## config.mk

```make
export PLATFORM = sky130hd
export DESIGN_NAME = uart_rx
export DESIGN_NICKNAME = d
export VERILOG_FILES = /design/src/rtl/uart_pkg.sv /design/src/rtl/uart_rx_baud_cnt.sv /design/src/rtl/uart_rx.sv
export SDC_FILE = /design/constraint.sdc
export NUM_CORES = 1
export LEC_CHECK = 0
export BUFFER_PORTS_ARGS = -buffer_cell sky130_fd_sc_hd__buf_2
export CAP_MARGIN = 5
export CELL_PAD_IN_SITES_DETAIL_PLACEMENT = 1
export CELL_PAD_IN_SITES_GLOBAL_PLACEMENT = 2
export CORE_MARGIN = 10
export CORE_UTILIZATION = 38
export CTS_BUF_LIST = sky130_fd_sc_hd__clkbuf_4 sky130_fd_sc_hd__clkbuf_8
export CTS_CLUSTER_DIAMETER = 200
export DETAILED_ROUTE_END_ITERATION = 6
export PLACE_DENSITY = 0.91
export SYNTH_ARGS = -nofsm -noshare
export SYNTH_HDL_FRONTEND = slang
export SYNTH_SLANG_ARGS = --single-unit
export TNS_END_PERCENT = 20
```

## constraint.sdc

```tcl
create_clock -name clock -period 2.5 [get_ports clock]
set_input_delay 0 -clock clock [delete_from_list [all_inputs] [get_ports clock]]
set_output_delay 0 -clock clock [all_outputs]
set_load 0.05 [all_outputs]
```

## src/rtl/uart_pkg.sv

```systemverilog
// uart_pkg: shared constants and types for the UART receiver and its helpers.
//   DATA_BITS        : data bits per frame (fixed at 8)
//   UART_DIV_W       : width of the half-bit divider input
//   uart_rx_state_t  : receiver FSM states; ST_* are the same codes as plain
//                      logic [1:0] constants for case labels and debug ports
//   clamp_div()      : maps divider values 0 and 1 to 1
package uart_pkg;

    localparam int DATA_BITS  = 8;
    localparam int UART_DIV_W = 16;

    typedef enum logic [1:0] {
        IDLE  = 2'd0,
        START = 2'd1,
        DATA  = 2'd2,
        STOP  = 2'd3
    } uart_rx_state_t;

    localparam logic [1:0] ST_IDLE  = IDLE;
    localparam logic [1:0] ST_START = START;
    localparam logic [1:0] ST_DATA  = DATA;
    localparam logic [1:0] ST_STOP  = STOP;

    // A zero-length half period would never expire, so 0 and 1 both run at 1.
    function automatic logic [UART_DIV_W-1:0] clamp_div(input logic [UART_DIV_W-1:0] d);
        return (d < UART_DIV_W'(2)) ? UART_DIV_W'(1) : d;
    endfunction

endpackage

```

## src/rtl/uart_rx_baud_cnt.sv

```systemverilog
// uart_rx_baud_cnt: loadable down-counter with an expiry pulse.
//   clock    : rising-edge system clock
//   reset    : asynchronous active-low reset, counter clears to 0
//   load     : load load_val this cycle (takes priority over counting)
//   load_val : value to load; expiry occurs load_val cycles after the load
//   expire   : high for the cycle in which the count is 1 (the final edge)
//   idle     : high when the counter has run out and sits at 0
module uart_rx_baud_cnt
    import uart_pkg::*;
#(
    parameter int W = UART_DIV_W + 1
) (
    input  logic         clock,
    input  logic         reset,
    input  logic         load,
    input  logic [W-1:0] load_val,
    output logic         expire,
    output logic         idle
);

    logic [W-1:0] cnt_q;
    logic [W-1:0] cnt_d;

    always_comb begin
        cnt_d = cnt_q;
        if (load) begin
            cnt_d = load_val;
        end else if (cnt_q != '0) begin
            cnt_d = cnt_q - W'(1);
        end
    end

    always_ff @(posedge clock or negedge reset) begin
        if (!reset) begin
            cnt_q <= '0;
        end else begin
            cnt_q <= cnt_d;
        end
    end

    // Expiry is flagged while the count is 1 so the owner can reload on the
    // same edge that would otherwise take the counter to 0.
    assign expire = (cnt_q == W'(1));
    assign idle   = (cnt_q == '0);

endmodule

```

## src/rtl/uart_rx.sv

```systemverilog
// uart_rx: 8N1 UART receiver, samples each bit at its centre.
//   clock     : rising-edge system clock
//   reset     : asynchronous active-low reset
//   clock_div : half bit period in clock cycles, latched at start detection
//   rx        : serial line, idle high
//   rx_data   : last valid received byte, held until the next valid frame
//   rx_done   : one-cycle strobe, same edge as rx_data update; no back-pressure,
//               the consumer must take rx_data while rx_done is high or later
//   dbg_state : current FSM state (ST_IDLE/ST_START/ST_DATA/ST_STOP)
// Build option: UART_RX_SYNC_EN adds a two-flop synchronizer (reset to 1) on
// rx; all sample points then fall two cycles later relative to the pin.
module uart_rx
    import uart_pkg::*;
(
    input  logic                  clock,
    input  logic                  reset,
    input  logic [UART_DIV_W-1:0] clock_div,
    input  logic                  rx,
    output logic [DATA_BITS-1:0]  rx_data,
    output logic                  rx_done,
    output logic [1:0]            dbg_state
);

    localparam int         CNT_W    = UART_DIV_W + 1;
    localparam logic [2:0] LAST_IDX = 3'(DATA_BITS - 1);

    logic rx_s;

`ifdef UART_RX_SYNC_EN
    logic [1:0] sync_q;
    logic [1:0] sync_d;

    always_comb begin
        sync_d = {sync_q[0], rx};
    end

    always_ff @(posedge clock or negedge reset) begin
        if (!reset) begin
            sync_q <= 2'b11;
        end else begin
            sync_q <= sync_d;
        end
    end

    assign rx_s = sync_q[1];
`else
    assign rx_s = rx;
`endif

    logic [1:0]            state_q, state_d;
    logic [UART_DIV_W-1:0] div_q, div_d;
    logic [2:0]            idx_q, idx_d;
    logic [DATA_BITS-1:0]  shift_q, shift_d;
    logic [DATA_BITS-1:0]  data_q, data_d;
    logic                  done_q, done_d;

    logic                  cnt_load;
    logic [CNT_W-1:0]      cnt_val;
    logic                  cnt_expire;
    logic                  cnt_idle;
    logic [CNT_W-1:0]      bit_period;

    assign bit_period = {div_q, 1'b0};

    always_comb begin
        state_d  = state_q;
        div_d    = div_q;
        idx_d    = idx_q;
        shift_d  = shift_q;
        data_d   = data_q;
        done_d   = 1'b0;
        cnt_load = 1'b0;
        cnt_val  = '0;

        case (state_q)
            ST_IDLE: begin
                if (!rx_s) begin
                    div_d    = clamp_div(clock_div);
                    cnt_load = 1'b1;
                    cnt_val  = {1'b0, clamp_div(clock_div)};
                    state_d  = ST_START;
                end
            end
            ST_START: begin
                if (cnt_expire) begin
                    if (!rx_s) begin
                        cnt_load = 1'b1;
                        cnt_val  = bit_period;
                        idx_d    = 3'd0;
                        state_d  = ST_DATA;
                    end else begin
                        // Line went back high before mid start bit: glitch.
                        state_d = ST_IDLE;
                    end
                end
            end
            ST_DATA: begin
                if (cnt_expire) begin
                    shift_d[idx_q] = rx_s;
                    cnt_load       = 1'b1;
                    cnt_val        = bit_period;
                    if (idx_q == LAST_IDX) begin
                        state_d = ST_STOP;
                    end else begin
                        idx_d = idx_q + 3'd1;
                    end
                end
            end
            ST_STOP: begin
                if (cnt_expire) begin
                    if (rx_s) begin
                        data_d  = shift_q;
                        done_d  = 1'b1;
                        state_d = ST_IDLE;
                    end
                    // On a framing error the counter is left to run out; the
                    // FSM parks here until the line returns high.
                end else if (cnt_idle && rx_s) begin
                    state_d = ST_IDLE;
                end
            end
            default: begin
                state_d = ST_IDLE;
            end
        endcase
    end

    always_ff @(posedge clock or negedge reset) begin
        if (!reset) begin
            state_q <= ST_IDLE;
            div_q   <= '0;
            idx_q   <= '0;
            shift_q <= '0;
            data_q  <= '0;
            done_q  <= 1'b0;
        end else begin
            state_q <= state_d;
            div_q   <= div_d;
            idx_q   <= idx_d;
            shift_q <= shift_d;
            data_q  <= data_d;
            done_q  <= done_d;
        end
    end

    uart_rx_baud_cnt #(
        .W (CNT_W)
    ) u_baud_cnt (
        .clock    (clock),
        .reset    (reset),
        .load     (cnt_load),
        .load_val (cnt_val),
        .expire   (cnt_expire),
        .idle     (cnt_idle)
    );

    assign rx_data   = data_q;
    assign rx_done   = done_q;
    assign dbg_state = state_q;

endmodule

```

# Word level (Yosys, flattened, before mapping)
# Cells that the tools add are included.
# totals
ff_bits	55
output_inout_bits	11
elab_cells	70
# classes
add_sub_neg	2
order_cmp	3
n_eq_ne	13
mux	32
n_bitwise	1
reduce_logical	12
# op_table
operator	n
17-bit two-way mux	5
17-bit case mux with 3 select lines	1
16-bit two-way mux	2
17-bit by 1-bit == test with 1-bit output, second input constant	1
17-bit zero test	1
17-bit nonzero test	1
17-bit by 1-bit subtractor with 17-bit output, second input constant	1
16-bit by 2-bit less-than comparator with 1-bit output, second input constant	1
2-bit two-way mux	8
3-bit two-way mux	4
2-bit != test, second input constant	6
8-bit bitwise mux	1
2-bit case mux with 4 select lines	1
1-bit two-way mux	7
3-bit != test, second input constant	2
3-bit case mux with 2 select lines	1
6-bit AND reduction	1
5-bit AND reduction	1
2-bit == test, second input constant	2
3-bit by 4-bit less-than comparator with 1-bit output, second input constant	1
2-bit AND reduction	2
2-bit nonzero test	2
3-bit by 1-bit adder with 3-bit output, second input constant	1
1-bit demux with 3-bit select	1
8 further kinds	9

# Logic depth before layout (Yosys ltp)
# logic_depth
depth_word	5
depth_mapped	9
depth_no_buf	7

# Hierarchy
# A second synthesis with hierarchy kept.
# unflattened
hier_cells	295
area_unflattened_um2	2879.0
# modules_own_cells
mod	instances	cells_per_inst	area_per_inst_um2	seq_area_each_um2
uart_rx	1	175	1811.7	950.9
uart_rx_baud_cnt	1	120	1067.3	425.4

# Worst setup path after synthesis
# Ideal clock, no wire load.
# synth_timing
path_kind	register to register
startpoint	register u_baud_cnt.cnt_q[1]
endpoint	register shift_q[7]
setup_time_ns	0.125
arrival_time_ns	1.922
required_ns	2.375
setup_slack_ns	0.453
stages_incl_launch_ff	9
n_path_buf	1
period_less_slack_ns	2.047
cell_sequence	dfrtp_1 -> inv_1 -> ha_1 -> nor4b_1 -> and4_2 -> buf_2 -> nand2_1 -> nor2_1 -> mux2_2
# synth_via
elab_chain_cells	2
# synth_rtl
item	line	text
start: declaration	uart_rx_baud_cnt.sv:21	logic [W-1:0] cnt_q;
start signal: assignment	uart_rx_baud_cnt.sv:37	cnt_q <= cnt_d;
17-bit by 1-bit == test with 1-bit output	uart_rx_baud_cnt.sv:43	assign expire = (cnt_q == W'(1));
2-bit AND reduction (no source line)	--	
end signal: assignment	uart_rx.sv:140	shift_q <= shift_d;
end: declaration	uart_rx.sv:53	logic [DATA_BITS-1:0] shift_q, shift_d;
# No other way between the ends.
# A chain may end at the register's enable or synchronous reset.

# Worst setup path in the final report
# layout_timing
startpoint	register u_baud_cnt.cnt_q[1]
endpoint	register u_baud_cnt.cnt_q[7]
# layout_via
elab_chain_cells	4
elab_cells_between_ends	12
classes_between	add/sub: 1; eq/ne: 1; mux: 8; reduce/logical: 2
# layout_rtl
item
parallel branches: the longest is 4 deep, another holds 17-bit by 1-bit subtractor with 17-bit output
# Parallel ways; which one is timed is not known. The select of a mux whose other input is x is not followed.

==> results.json <==
{
  "routed_wl_um": 6790,
  "drtIter0Drc": 89,
  "ir_drop_v": 0.0003133,
  "setup-tns-final_ns": 0,
  "globalplace.congestion": 0.7837,
  "hold_path.class": "in -> reg",
  "fp.dieW_um": 104.6,
  "async_reset_ff_share_pct": 100.0,
  "muxShareOfSynthArea_pct": 3.310,
  "cp.required_ns": 2.68,
  "syn-cell-area_sq_um": 2721,
  "io_pins": 30,
  "grt_pass1_vias": 2484,
  "start_util_pct": 39.62,
  "ys_top_cells_by_area": "dfrtp_1, nand2_1, mux2_2",
  "leakage_nw": 1.498,
  "yosysMostFrequentCell": "nand2_1",
  "drcViolationCount": 0,
  "whs_ns": 0.02002,
  "finalMaxSlewViolations": 0,
  "yosysWarnings": 0,
  "maxSlewHeadroom_pct": 65.30,
  "ys_types": 45,
  "max-cap-violations": 0,
  "area_growth_pct": 20.74,
  "synth_edf_count": 0,
  "ant_nets": 0,
  "synthTopCellsByCount": "nand2_1, dfrtp_1, nor2_1, o21ai_0",
  "status": "complete, no violations",
  "clock.fmax_mhz": 471.8,
  "finalNonFillerCells": 435,
  "period_share_pct": 84.77,
  "grt-ovfl-total": 0,
  "fin_util_pct": 47.83,
  "synth-xor-area-share_pct": 4.828,
  "yosys.area_share.simple_pct": 26.85,
  "rows": 30,
  "cts.clk_slew.worst_paths_ns": 0.10,
  "finClkSkew_ns": 0.01417,
  "syn_inst": 285,
  "htree_levels": 2,
  "insertion_delay_ns": 0.32,
  "synth_top_area_share_pct": 50.57,
  "synth_adder_area_share_pct": 2.299,
  "fillers": 793,
  "synth_ff_type": "dfrtp_1",
  "synth_compound_area_share_pct": 10.25,
  "clock-sinks": 55,
  "io_buffers": 29,
  "grt_max_degree": 35,
  "grt_setup_unrepaired": "false",
  "drive_above_1_share_pct": 20.06,
  "synth_top_family_by_area": "simple AND/OR/NAND/NOR gates",
  "cp_max_fo": 11,
  "drtPass1Iterations": 4,
  "path_class": "reg -> reg",
  "tightest_slew_ns": 0.5205,
  "power_density_nw_per_um2": 576.4,
  "yosysSeqAreaShare_pct": 50.57,
  "wl_per_cell_um": 15.61,
  "dieArea_sq_um": 10950,
  "core-area_sq_um": 6869,
  "nets": 362,
  "ys_ff_latch": 55,
  "finalHoldViolations": 0,
  "cts_tree": "done",
  "yosysTopAreaCell": "dfrtp_1",
  "grt_pass1_wl_um": 12070,
  "track_usage_pct": 13.04,
  "antenna_cells": 0,
  "hpwlAfterDp_um": 5044,
  "num_vias": 2222,
  "avgViaCountPerCell": 5.108,
  "cts_setup_buffers": 0,
  "antenna_found_initial": 0,
  "dp_cells": 411,
  "synth_fp_nets": 309,
  "fin_crit_ns": 2.119,
  "critPathCaptureType": "register",
  "max-clock-path-buffers": 2,
  "ctsRootBufferMaster": "clkbuf_8",
  "synth.avg_cell_area_sq_um": 9.549,
  "cp_data_arrival_time_ns": 2.30,
  "finalSetupViolCount": 0,
  "die_h_um": 104.6,
  "cts_buffers": 5,
  "critPathLaunchType": "register"
}
registers in the layout, summed over array words and instances, names as in the netlist, named ones only:
name,flops
idx_q,3
rx_done,1
u_baud_cnt.cnt_q,17
shift_q,8
div_q,16
rx_data,8
dbg_state,1
path summary, 6_finish.rpt:
kind	from	end	slack, ns	cells past startpoint
min in group asynchronous	reset	idx_q[1]	0.18	2
hold / removal	clock_div[0]	div_q[0]	0.02	3
setup / recovery	u_baud_cnt.cnt_q[1]	u_baud_cnt.cnt_q[7]	0.38	7
setup reg to reg	u_baud_cnt.cnt_q[1]	u_baud_cnt.cnt_q[7]	0.38	7
hold reg to reg	rx_data[3]	rx_data[3]	0.47	2
max in group asynchronous	reset	u_baud_cnt.cnt_q[13]	1.48	3
cells by family (layout without fill, tap and decap cells):
family,count (synthesis),after routing
flops,55,55
fa+ha+maj,5,5
xor+xnor,15,15
buf+inv,12,66
mux,8,8
simple gates,148,148
compound gates,42,42
through the flow:
stage	worst slack (ns)	power [W]	instance area, sq um
after floorplan	0.4534	0.001248	2721
after global placement	0.2939	0.001345	3027
after detailed placement	0.2379	0.001371	3027
after CTS	0.1458	0.001912	3279
after global routing	0.1536	0.001995	3286
final	0.3807	0.001894	3286
power by group:
part / internal [W] / switching (W) / total (W) / leakage (nW)
combinational: 0.000141 / 0.000139 / 0.000279 / 0.766
sequential: 0.000972 / 0.000121 / 0.00109 / 0.685
clock: 0.000203 / 0.000319 / 0.000522 / 0.0461
total: 0.00132 / 0.000578 / 0.00189 / 1.50
cells in the final DEF (no fill, tap or decap), drive strengths merged, types with 2 or more instances in the layout:
| cell type | instances |
|---|---|
| a21oi | 3 |
| nor3 | 7 |
| nor4 | 7 |
| nor2 | 12 |
| buf | 39 |
| o211ai | 3 |
| clkbuf | 5 |
| o21ai | 15 |
| xor2 | 9 |
| nor4b | 2 |
| dlygate4sd3 | 16 |
| a31oi | 2 |
| o22ai | 2 |
| a21boi | 7 |
| nand3 | 10 |
| nand2b | 3 |
| xnor2 | 6 |
| nand2 | 92 |
| a22oi | 4 |
| mux2 | 8 |
| dfrtp | 55 |
| nand4 | 7 |
| inv | 4 |
| ha | 5 |
critical path, cell delays in order, from the launching register on:
cell      delay [ns]
dfrtp_1         0.43
inv_1           0.11
ha_1            0.14
nor4b_2         0.33
nand4_2         0.26
o21ai_2         0.22
or2b_1          0.34
o211ai_1        0.16
layout make-up:
type / instances / area, sq um / area share [%]
inverter: 3 / 11.26 / 0.3427
tap: 96 / 120.1 / 3.656
clock buffer: 5 / 68.82 / 2.094
sequential: 55 / 1376 / 41.89
multi-input combinational: 218 / 1305 / 39.72
clock inverter: 3 / 23.77 / 0.7235
timing repair buffer: 55 / 380.4 / 11.58
metal layers:
| layer | vias to the layer above | global-route usage [%] | part of all wire [%] |
|---|---|---|---|
| met5 | - | 0 | 0 |
| met3 | 8 | 2.764 | 3.9 |
| li1 | 1088 | - | - |
| met4 | 0 | 3.529 | 1.1 |
| met1 | 1092 | 15.54 | 45 |
| met2 | 34 | 23.14 | 50 |
what timing repair did:
action	CTS	global route
setup endpoints to repair	0	10
endpoints found under the hold margin	42	0
hold buffers	16	0
resized for setup	0	1
Power figures use the tool's default switching activity.
